$ cat src/rtl/cdb_arbiter.sv
// Common data bus arbiter: per-FU one-entry holding slots, registered broadcast.
// Define CDB_AGE_PRIO_EN for oldest-first (ROB age) selection instead of round-robin.
module cdb_arbiter #(
  parameter int NUM_FU  = 4,
  parameter int ROB_LEN = 5,
  parameter int PRF_LEN = 6
) (
  input  logic                        clock,
  input  logic                        reset,
  input  logic [NUM_FU-1:0]           fu_valid,
  input  logic [NUM_FU*ROB_LEN-1:0]   fu_rob_entry,
  input  logic [NUM_FU*PRF_LEN-1:0]   fu_dest_preg,
  input  logic [NUM_FU-1:0]           fu_mis_pred,
  input  logic                        squash,
`ifdef CDB_AGE_PRIO_EN
  input  logic [ROB_LEN-1:0]          rob_head,
`endif
  output logic [NUM_FU-1:0]           fu_ready,
  output logic                        cdb_valid,
  output logic [ROB_LEN-1:0]          cdb_rob_entry,
  output logic [PRF_LEN-1:0]          cdb_dest_preg,
  output logic                        cdb_mis_pred,
  output logic [$clog2(NUM_FU)-1:0]   cdb_grant_idx
);

  localparam int IDX_W = $clog2(NUM_FU);

  logic [NUM_FU-1:0]  slot_valid_q, slot_valid_d;
  logic [ROB_LEN-1:0] slot_rob_q  [NUM_FU];
  logic [ROB_LEN-1:0] slot_rob_d  [NUM_FU];
  logic [PRF_LEN-1:0] slot_preg_q [NUM_FU];
  logic [PRF_LEN-1:0] slot_preg_d [NUM_FU];
  logic [NUM_FU-1:0]  slot_mis_q, slot_mis_d;

  logic               cdb_valid_q, cdb_valid_d;
  logic [ROB_LEN-1:0] cdb_rob_q, cdb_rob_d;
  logic [PRF_LEN-1:0] cdb_preg_q, cdb_preg_d;
  logic               cdb_mis_q, cdb_mis_d;
  logic [IDX_W-1:0]   cdb_idx_q, cdb_idx_d;

  logic [NUM_FU-1:0]  grant;
  logic [IDX_W-1:0]   win_idx;
  logic               win_found;

`ifdef CDB_AGE_PRIO_EN
  always_comb begin
    logic [ROB_LEN-1:0] age;
    logic [ROB_LEN-1:0] best;
    grant     = '0;
    win_idx   = '0;
    win_found = 1'b0;
    age       = '0;
    best      = '0;
    // strict < keeps the lowest index on equal age
    for (int i = 0; i < NUM_FU; i++) begin
      age = slot_rob_q[i] - rob_head;
      if (slot_valid_q[i] && (!win_found || age < best)) begin
        win_found = 1'b1;
        best      = age;
        win_idx   = IDX_W'(i);
      end
    end
    if (win_found) grant[win_idx] = 1'b1;
  end
`else
  logic [IDX_W-1:0] rr_ptr_q, rr_ptr_d;

  always_comb begin
    logic [IDX_W-1:0] cand;
    grant     = '0;
    win_idx   = '0;
    win_found = 1'b0;
    cand      = '0;
    for (int k = 0; k < NUM_FU; k++) begin
      cand = rr_ptr_q + IDX_W'(k);
      if (!win_found && slot_valid_q[cand]) begin
        win_found = 1'b1;
        win_idx   = cand;
      end
    end
    if (win_found) grant[win_idx] = 1'b1;
  end

  always_comb begin
    rr_ptr_d = rr_ptr_q;
    if (!squash && win_found) rr_ptr_d = win_idx + IDX_W'(1);
  end

  always_ff @(posedge clock) begin
    if (reset) rr_ptr_q <= '0;
    else       rr_ptr_q <= rr_ptr_d;
  end
`endif

  assign fu_ready = {NUM_FU{~squash}} & (~slot_valid_q | grant);

  always_comb begin
    slot_valid_d = slot_valid_q;
    slot_rob_d   = slot_rob_q;
    slot_preg_d  = slot_preg_q;
    slot_mis_d   = slot_mis_q;
    cdb_valid_d  = 1'b0;
    cdb_rob_d    = cdb_rob_q;
    cdb_preg_d   = cdb_preg_q;
    cdb_mis_d    = cdb_mis_q;
    cdb_idx_d    = cdb_idx_q;
    if (squash) begin
      slot_valid_d = '0;
    end else begin
      // a granted slot may be refilled on the same edge
      for (int i = 0; i < NUM_FU; i++) begin
        if (grant[i]) slot_valid_d[i] = 1'b0;
        if (fu_valid[i] && fu_ready[i]) begin
          slot_valid_d[i] = 1'b1;
          slot_rob_d[i]   = fu_rob_entry[i*ROB_LEN +: ROB_LEN];
          slot_preg_d[i]  = fu_dest_preg[i*PRF_LEN +: PRF_LEN];
          slot_mis_d[i]   = fu_mis_pred[i];
        end
      end
      if (win_found) begin
        cdb_valid_d = 1'b1;
        cdb_rob_d   = slot_rob_q[win_idx];
        cdb_preg_d  = slot_preg_q[win_idx];
        cdb_mis_d   = slot_mis_q[win_idx];
        cdb_idx_d   = win_idx;
      end
    end
  end

  always_ff @(posedge clock) begin
    if (reset) begin
      slot_valid_q <= '0;
      cdb_valid_q  <= 1'b0;
      cdb_rob_q    <= '0;
      cdb_preg_q   <= '0;
      cdb_mis_q    <= 1'b0;
      cdb_idx_q    <= '0;
    end else begin
      slot_valid_q <= slot_valid_d;
      cdb_valid_q  <= cdb_valid_d;
      cdb_rob_q    <= cdb_rob_d;
      cdb_preg_q   <= cdb_preg_d;
      cdb_mis_q    <= cdb_mis_d;
      cdb_idx_q    <= cdb_idx_d;
    end
  end

  // payload is qualified by slot_valid_q, so it needs no reset
  always_ff @(posedge clock) begin
    slot_rob_q  <= slot_rob_d;
    slot_preg_q <= slot_preg_d;
    slot_mis_q  <= slot_mis_d;
  end

  assign cdb_valid     = cdb_valid_q;
  assign cdb_rob_entry = cdb_rob_q;
  assign cdb_dest_preg = cdb_preg_q;
  assign cdb_mis_pred  = cdb_mis_q;
  assign cdb_grant_idx = cdb_idx_q;

endmodule

$ cat config.mk
export PLATFORM = sky130hd
export DESIGN_NAME = cdb_arbiter
export DESIGN_NICKNAME = d
export VERILOG_FILES = /design/src/rtl/cdb_arbiter.sv
export SDC_FILE = /design/constraint.sdc
export NUM_CORES = 1
export LEC_CHECK = 0
export ABC_AREA = 1
export CORE_ASPECT_RATIO = 0.5
export CORE_UTILIZATION = 40
export CTS_BUF_LIST = sky130_fd_sc_hd__clkbuf_8
export DETAILED_ROUTE_END_ITERATION = 12
export PLACE_DENSITY = 0.79
export SETUP_SLACK_MARGIN = 0.5
export SLEW_MARGIN = 20
export SYNTH_ARGS = -nofsm -noshare
export SYNTH_HDL_FRONTEND = slang
export SYNTH_SLANG_ARGS = --single-unit
$ cat constraint.sdc
create_clock -name clock -period 3.3 [get_ports clock]
set_input_delay 0.66 -clock clock [delete_from_list [all_inputs] [get_ports clock]]
set_output_delay 0.66 -clock clock [all_outputs]
set_load 0.02 [all_outputs]
* After elaboration in Yosys (flattened, before gate mapping) *
Cells that the tools add are included.

storage, ports and cells
  bits in registers = 69
  bits of input ports = 55
  output and inout port bits = 19
  logic and storage cells = 97

operators by class
  add/sub/neg operators = 4
  order comparisons = 7
  mux-type cells = 36
  bitwise gates (word level) = 5
  reduce and logical (&&, ||, !) cells = 23

operator list
  kind                   number
  $mux W1                19
  $lt A2 B3 Y1 const B   5
  $bmux W6 S2            1
  $mux W6                2
  $bmux W1 S2            5
  $bmux W5 S2            1
  $mux W5                2
  $reduce_and A2 Y1      5
  $logic_and A1 B1 Y1    9
  $mux W2                4
  $reduce_bool A2 Y1     4
  $add A2 B1 Y2 const B  2
  $add A2 B2 Y2 const B  2
  $and A4 B4 Y4          1
  $logic_not A1 Y1       4
  $mux W4                1
  $not A4 Y4             1
  $or A4 B4 Y4           1
  $ge A3 B3 Y1 const B   1
  $not A2 Y3             1
  $demux W1 S2           1
  $ge A2 B1 Y1 const B   1
  $reduce_or A2 Y1       1
  $not A1 Y1             1

* Longest topological paths before layout *
  word-level depth = 21
  gate-level depth with buffers = 16
  depth with buffers taken out = 15

* Worst setup path after synthesis *
No wires, ideal clock.

  kind = register -> register
  start = reg rr_ptr_q[0]
  end = reg slot_mis_q[3], enable pin
  library setup time = 0.399 ns
  data arrival time = 2.311 ns
  data required time = 2.901 ns
  setup slack = 0.590 ns
  stages on the path, launching flop included = 13
  period minus slack after synthesis = 2.710 ns
  cells stage by stage = dfxtp_1 > buf_6 > nand2_2 > nand3_2 > nand2_2 > inv_1 > nand2_1 > nor2_2 > nand2_4 > nand2_4 > buf_6 > a21oi_2 > nor3b_1

on the way
  longest elaborated chain between the ends = 21
  elaborated cells between the ends (all ways) = 35

ends and longest elaborated chain
  element                                                line  RTL
  start: declaration                                     66    logic [IDX_W-1:0] rr_ptr_q, rr_ptr_d;
  start signal: assignment                               91    else rr_ptr_q <= rr_ptr_d;
  branches (longest 16 deep; another with $lt A2 B3 Y1)  n/a
  $mux W4 *                                              81    if (win_found) grant[win_idx] = 1'b1;
  $or A4 B4 Y4 *                                         95    assign fu_ready = {NUM_FU{~squash}} & (~slot_valid_q | grant);
  $and A4 B4 Y4 *                                        95
  $logic_and A1 B1 Y1 *                                  113   if (fu_valid[i] && fu_ready[i]) begin
  $reduce_and A2 Y1 (no line) *                          n/a
  end signal: assignment                                 152   slot_mis_q <= slot_mis_d;
  end: declaration                                       33    logic [NUM_FU-1:0] slot_mis_q, slot_mis_d;

Mark *: on every way between the ends. The select of a mux whose other input is x is not followed.
A chain may end at the register's enable or synchronous reset.

* Worst setup path after layout *
  start = reg rr_ptr_q[0]
  end = out fu_ready[3]

on the way
  longest elaborated chain between the ends = 19
  elaborated cells between the ends (all ways) = 33

ends and longest elaborated chain
  element                                                line  RTL
  branches (longest 16 deep; another with $lt A2 B3 Y1)  n/a
  $mux W4 *                                              81
  $or A4 B4 Y4 *                                         95
  $and A4 B4 Y4 *                                        95
  end: declaration                                       18    output logic [NUM_FU-1:0] fu_ready,

Marks and branches as above.

==> run_summary.xml <==
<?xml version="1.0" encoding="UTF-8"?>
<metrics>
  <group name="outcome">
    <metric name="run_status" unit="">completed</metric>
  </group>
  <group name="synthesis">
    <metric name="syn-instance-count" unit="">301</metric>
    <metric name="synth_compound_gate_area_share" unit="%">4.08</metric>
    <metric name="postSynthNetCount" unit="">356</metric>
    <metric name="yosysSeqAreaShare" unit="%">61.4</metric>
    <metric name="synthDistinctLibCells" unit="">27</metric>
    <metric name="synth_simple_gate_area_share" unit="%">28.5</metric>
    <metric name="yosys_warnings" unit="">0</metric>
    <metric name="syn_area_per_cell" unit="um2">10.1</metric>
    <metric name="postSynth.asyncResetShare" unit="%">0</metric>
    <metric name="ys.flop_type" unit="">sky130_fd_sc_hd__edfxtp_1</metric>
    <metric name="synth_adder_area_share" unit="%">0</metric>
    <metric name="mappedNetlistArea" unit="um2">3030</metric>
    <metric name="synth_edf_count" unit="">48</metric>
    <metric name="postSynthRegisterBits" unit="">69</metric>
    <metric name="post_synth_mux_area_share" unit="%">0</metric>
    <metric name="main_combinational_cell_family_by_area_after_synthesis" unit="">simple AND/OR/NAND/NOR gates</metric>
    <metric name="synth_xor_area_share" unit="%">0</metric>
  </group>
  <group name="final_layout">
    <metric name="finalNetCount" unit="">443</metric>
    <metric name="final_cell_mix" unit="">sky130_fd_sc_hd__clkdlybuf4s50_1 (69), sky130_fd_sc_hd__nand2_1 (50), sky130_fd_sc_hd__edfxtp_1 (48), sky130_fd_sc_hd__nand3_1 (39), sky130_fd_sc_hd__nor2_1 (33)</metric>
    <metric name="drive_above_1_share" unit="%">20.6</metric>
    <metric name="final_common_cell" unit="">sky130_fd_sc_hd__clkdlybuf4s50_1</metric>
    <metric name="n_antenna_cell" unit="">0</metric>
    <metric name="area_growth" unit="%">37.8</metric>
  </group>
  <group name="clock_network">
    <metric name="h_tree_depth_reported_by_cts" unit="">3</metric>
    <metric name="clock_sinks" unit="">69</metric>
    <metric name="cts_inserted_buffers" unit="">9</metric>
    <metric name="clock_tree.root_cell" unit="">sky130_fd_sc_hd__clkbuf_8</metric>
    <metric name="hold_buf_cts" unit="">0</metric>
    <metric name="tritoncts" unit="">yes</metric>
    <metric name="clk-insertion-delay-late" unit="ns">0.34</metric>
    <metric name="clock_tree.buffer_depth" unit="">2</metric>
    <metric name="clkSlewWorstSetupHoldPaths" unit="ns">0.07</metric>
  </group>
  <group name="route">
    <metric name="wl_per_cell" unit="um">14.4</metric>
    <metric name="remaining_drc_errors" unit="">0</metric>
    <metric name="drt_wl_total" unit="um">7020</metric>
    <metric name="drt_iter0_markers" unit="">136</metric>
    <metric name="drtPass1Iterations" unit="">5</metric>
    <metric name="via_count" unit="">2457</metric>
    <metric name="highest-signal-layer" unit="">met4</metric>
    <metric name="vias_per_cell" unit="">5.02</metric>
    <metric name="met3_length" unit="um">359</metric>
    <metric name="wl_met1" unit="um">2780</metric>
    <metric name="antenna_violating_nets_post_route" unit="">0</metric>
    <metric name="detailroute.wirelength.met2" unit="um">3700</metric>
  </group>
  <group name="timing">
    <metric name="unrepaired_setup_endpoints_after_global_routing" unit="">true</metric>
    <metric name="worst_slew_margin_rel" unit="%">72.7</metric>
    <metric name="period_minus_slack" unit="ns">2.74</metric>
    <metric name="finalSetupViolCount" unit="">0</metric>
    <metric name="finalHoldViolCount" unit="">0</metric>
    <metric name="fmax" unit="MHz">365</metric>
    <metric name="final.setup_skew" unit="ns">0.00647</metric>
    <metric name="timing.hold.ws" unit="ns">0.474</metric>
    <metric name="setup_tns" unit="ns">0</metric>
    <metric name="worst-slew-pin-transition" unit="ns">0.408</metric>
    <metric name="period_share" unit="%">83.0</metric>
    <metric name="slew_violations" unit="">0</metric>
  </group>
  <group name="worst_hold_path">
    <metric name="hold_path_class" unit="">flip-flop to flip-flop</metric>
    <metric name="worstHoldPathCells" unit="">2</metric>
    <metric name="hold_path_end" unit="">cdb_grant_idx[0]$_SDFFE_PP0P_</metric>
    <metric name="hold_start" unit="">cdb_grant_idx[0]$_SDFFE_PP0P_</metric>
  </group>
  <group name="worst_setup_path">
    <metric name="r2r_end" unit="">slot_mis_q[0]$_DFFE_PP_</metric>
    <metric name="critPathCaptureType" unit="">output port</metric>
    <metric name="critical_path_peak_fanout" unit="">8</metric>
    <metric name="worst_r2r_startpoint" unit="">rr_ptr_q[0]$_SDFFE_PP0P_</metric>
    <metric name="start_kind" unit="">flip-flop</metric>
    <metric name="timing.reg2reg.worst_path_depth" unit="">15</metric>
    <metric name="reg_to_reg_slack_setup" unit="ns">1.15</metric>
    <metric name="critical_path_arrival" unit="ns">2.08</metric>
    <metric name="critPathKind" unit="">flip-flop to output port</metric>
    <metric name="required" unit="ns">2.64</metric>
  </group>
  <group name="placed_design">
    <metric name="place.detailed.hpwl" unit="um">4790</metric>
    <metric name="routabilityCongestion" unit="">0.845</metric>
    <metric name="placement.io_buffers" unit="">73</metric>
  </group>
  <group name="grt">
    <metric name="overflow" unit="">0</metric>
    <metric name="grt_first_pass_wirelength" unit="um">11300</metric>
    <metric name="grt_antenna_before_repair" unit="">0</metric>
    <metric name="grt_pass1_vias" unit="">2487</metric>
    <metric name="grt_util_all_layers" unit="%">18.8</metric>
    <metric name="grt_start_max_net_pins" unit="">32</metric>
  </group>
  <group name="die">
    <metric name="initial_core_util" unit="%">41.4</metric>
    <metric name="die_h" unit="um">63.6</metric>
    <metric name="die-area" unit="um2">7960</metric>
    <metric name="floorplan.core_area" unit="um2">7320</metric>
    <metric name="die_w" unit="um">125</metric>
    <metric name="placement_rows" unit="">22</metric>
    <metric name="design.portCount" unit="">74</metric>
  </group>
  <group name="pwr">
    <metric name="leak_pwr" unit="uW">0.00165</metric>
    <metric name="vdd_drop_max" unit="uV">342</metric>
    <metric name="powerDensity" unit="nW/um2">852</metric>
  </group>
  <group name="job">
    <metric name="max-cap-violations" unit="">0</metric>
  </group>
</metrics>
-- area by class of cell --
type	count	area (um2)
sequential	69	1870
fill	606	3140
timing repair buffer	91	858
clock buffer	12	165
inverter	21	86.3
clock inverter	4	16.3
multi-input combinational	196	1060
tap	96	120
-- logic make-up after synthesis --
group	count (synthesis)
buffers and inverters	36
AOI/OAI and AO/OA	23
and+or+nand+nor	173
DFF	69
-- routing by layer --
| layer | global-route usage, % | vias up |
|---|---|---|
| li1 | - | 1209 |
| met1 | 20.4 | 1156 |
| met2 | 34.5 | 73 |
| met3 | 5.44 | 19 |
| met4 | 8.08 | 0 |
| met5 | 0 | - |
-- worst max-delay path by stage --
stage | startpoint | to | slack [ns] | cells after the start
after global placement | rr_ptr_q[0]$_SDFFE_PP0P_ | fu_ready[2] | 0.34 | 15
after detailed placement | rr_ptr_q[0]$_SDFFE_PP0P_ | fu_ready[2] | 0.27 | 15
after floorplan | rr_ptr_q[0]$_SDFFE_PP0P_ | slot_mis_q[3]$_DFFE_PP_ | 0.59 | 12
after global routing | rr_ptr_q[0]$_SDFFE_PP0P_ | fu_ready[0] | 0.42 | 15
final | rr_ptr_q[0]$_SDFFE_PP0P_ | fu_ready[3] | 0.56 | 13
after CTS | rr_ptr_q[0]$_SDFFE_PP0P_ | fu_ready[2] | 0.50 | 15
-- registers in the layout, indices dropped and copies added, names as in the netlist --
name	flops
slot_mis_q	4
rr_ptr_q	2
slot_preg_q	24
slot_valid_q	4
cdb_mis_pred	1
slot_rob_q	20
cdb_grant_idx	2
cdb_valid	1
cdb_rob_entry	5
cdb_dest_preg	6
-- stage by stage --
stage | setup WS (ns) | total power, uW | utilization (%) | cells | instance area [um2]
2_1_floorplan | 0.590 | 2340 | - | 301 | 3030
3_3_place_gp | 0.340 | 2700 | 52.9 | 467 | 3870
3_5_place_dp | 0.270 | 2740 | 52.9 | 467 | 3870
4_1_cts | 0.501 | 3460 | 56.1 | 485 | 4110
5_1_grt | 0.424 | 3810 | 57.1 | 489 | 4180
6_report | 0.560 | 3560 | 57.1 | 489 | 4180
-- critical path, stage by stage (launching register included) --
cell                      delay [ns]
sky130_fd_sc_hd__dfxtp_4        0.39
sky130_fd_sc_hd__buf_6          0.13
sky130_fd_sc_hd__nand2_1        0.07
sky130_fd_sc_hd__nand2_2        0.07
sky130_fd_sc_hd__nand2_2        0.08
sky130_fd_sc_hd__nand2_2        0.06
sky130_fd_sc_hd__nor2_4         0.14
sky130_fd_sc_hd__nand3_4        0.09
sky130_fd_sc_hd__nand2_4        0.10
sky130_fd_sc_hd__nand2_8        0.07
sky130_fd_sc_hd__buf_4          0.14
sky130_fd_sc_hd__a21oi_4        0.16
sky130_fd_sc_hd__nor2_1         0.07
sky130_fd_sc_hd__buf_2          0.18
-- synth_stat cells (2+ instances only) --
| cell | n | area share (%) |
|---|---|---|
| sky130_fd_sc_hd__nand2_1 | 58 | 7.2 |
| sky130_fd_sc_hd__edfxtp_1 | 48 | 48 |
| sky130_fd_sc_hd__nand3_1 | 41 | 6.8 |
| sky130_fd_sc_hd__nor2_1 | 35 | 4.3 |
| sky130_fd_sc_hd__dfxtp_1 | 21 | 14 |
| sky130_fd_sc_hd__inv_1 | 17 | 2.1 |
| sky130_fd_sc_hd__nand4_1 | 17 | 3.5 |
| sky130_fd_sc_hd__o21ai_0 | 14 | 2.3 |
| sky130_fd_sc_hd__nand2_2 | 8 | 1.7 |
| sky130_fd_sc_hd__a21oi_1 | 6 | 0.99 |
| sky130_fd_sc_hd__buf_2 | 5 | 0.82 |
| sky130_fd_sc_hd__buf_6 | 5 | 1.9 |
| sky130_fd_sc_hd__inv_2 | 4 | 0.49 |
| sky130_fd_sc_hd__nand3_2 | 3 | 0.99 |
| sky130_fd_sc_hd__nor2_4 | 3 | 1.1 |
| sky130_fd_sc_hd__a21oi_2 | 2 | 0.58 |
| sky130_fd_sc_hd__clkbuf_1 | 2 | 0.25 |
| sky130_fd_sc_hd__nand2_4 | 2 | 0.74 |
| sky130_fd_sc_hd__nor3_2 | 2 | 0.66 |
-- timing repair --
action,4_1_cts,5_1_grt
buffers inserted,2,4
pin swaps,3,9
setup endpoints to repair,4,4
gates resized for setup,24,22
hold endpoints to repair,0,0
-- power breakdown --
| part | internal [uW] | leakage (uW) | switching (uW) |
|---|---|---|---|
| Combinational | 714 | 0.000917 | 1120 |
| Clock | 325 | 0.000106 | 284 |
| Sequential | 1050 | 0.000623 | 64.4 |
(Power assumes the default switching activity.)
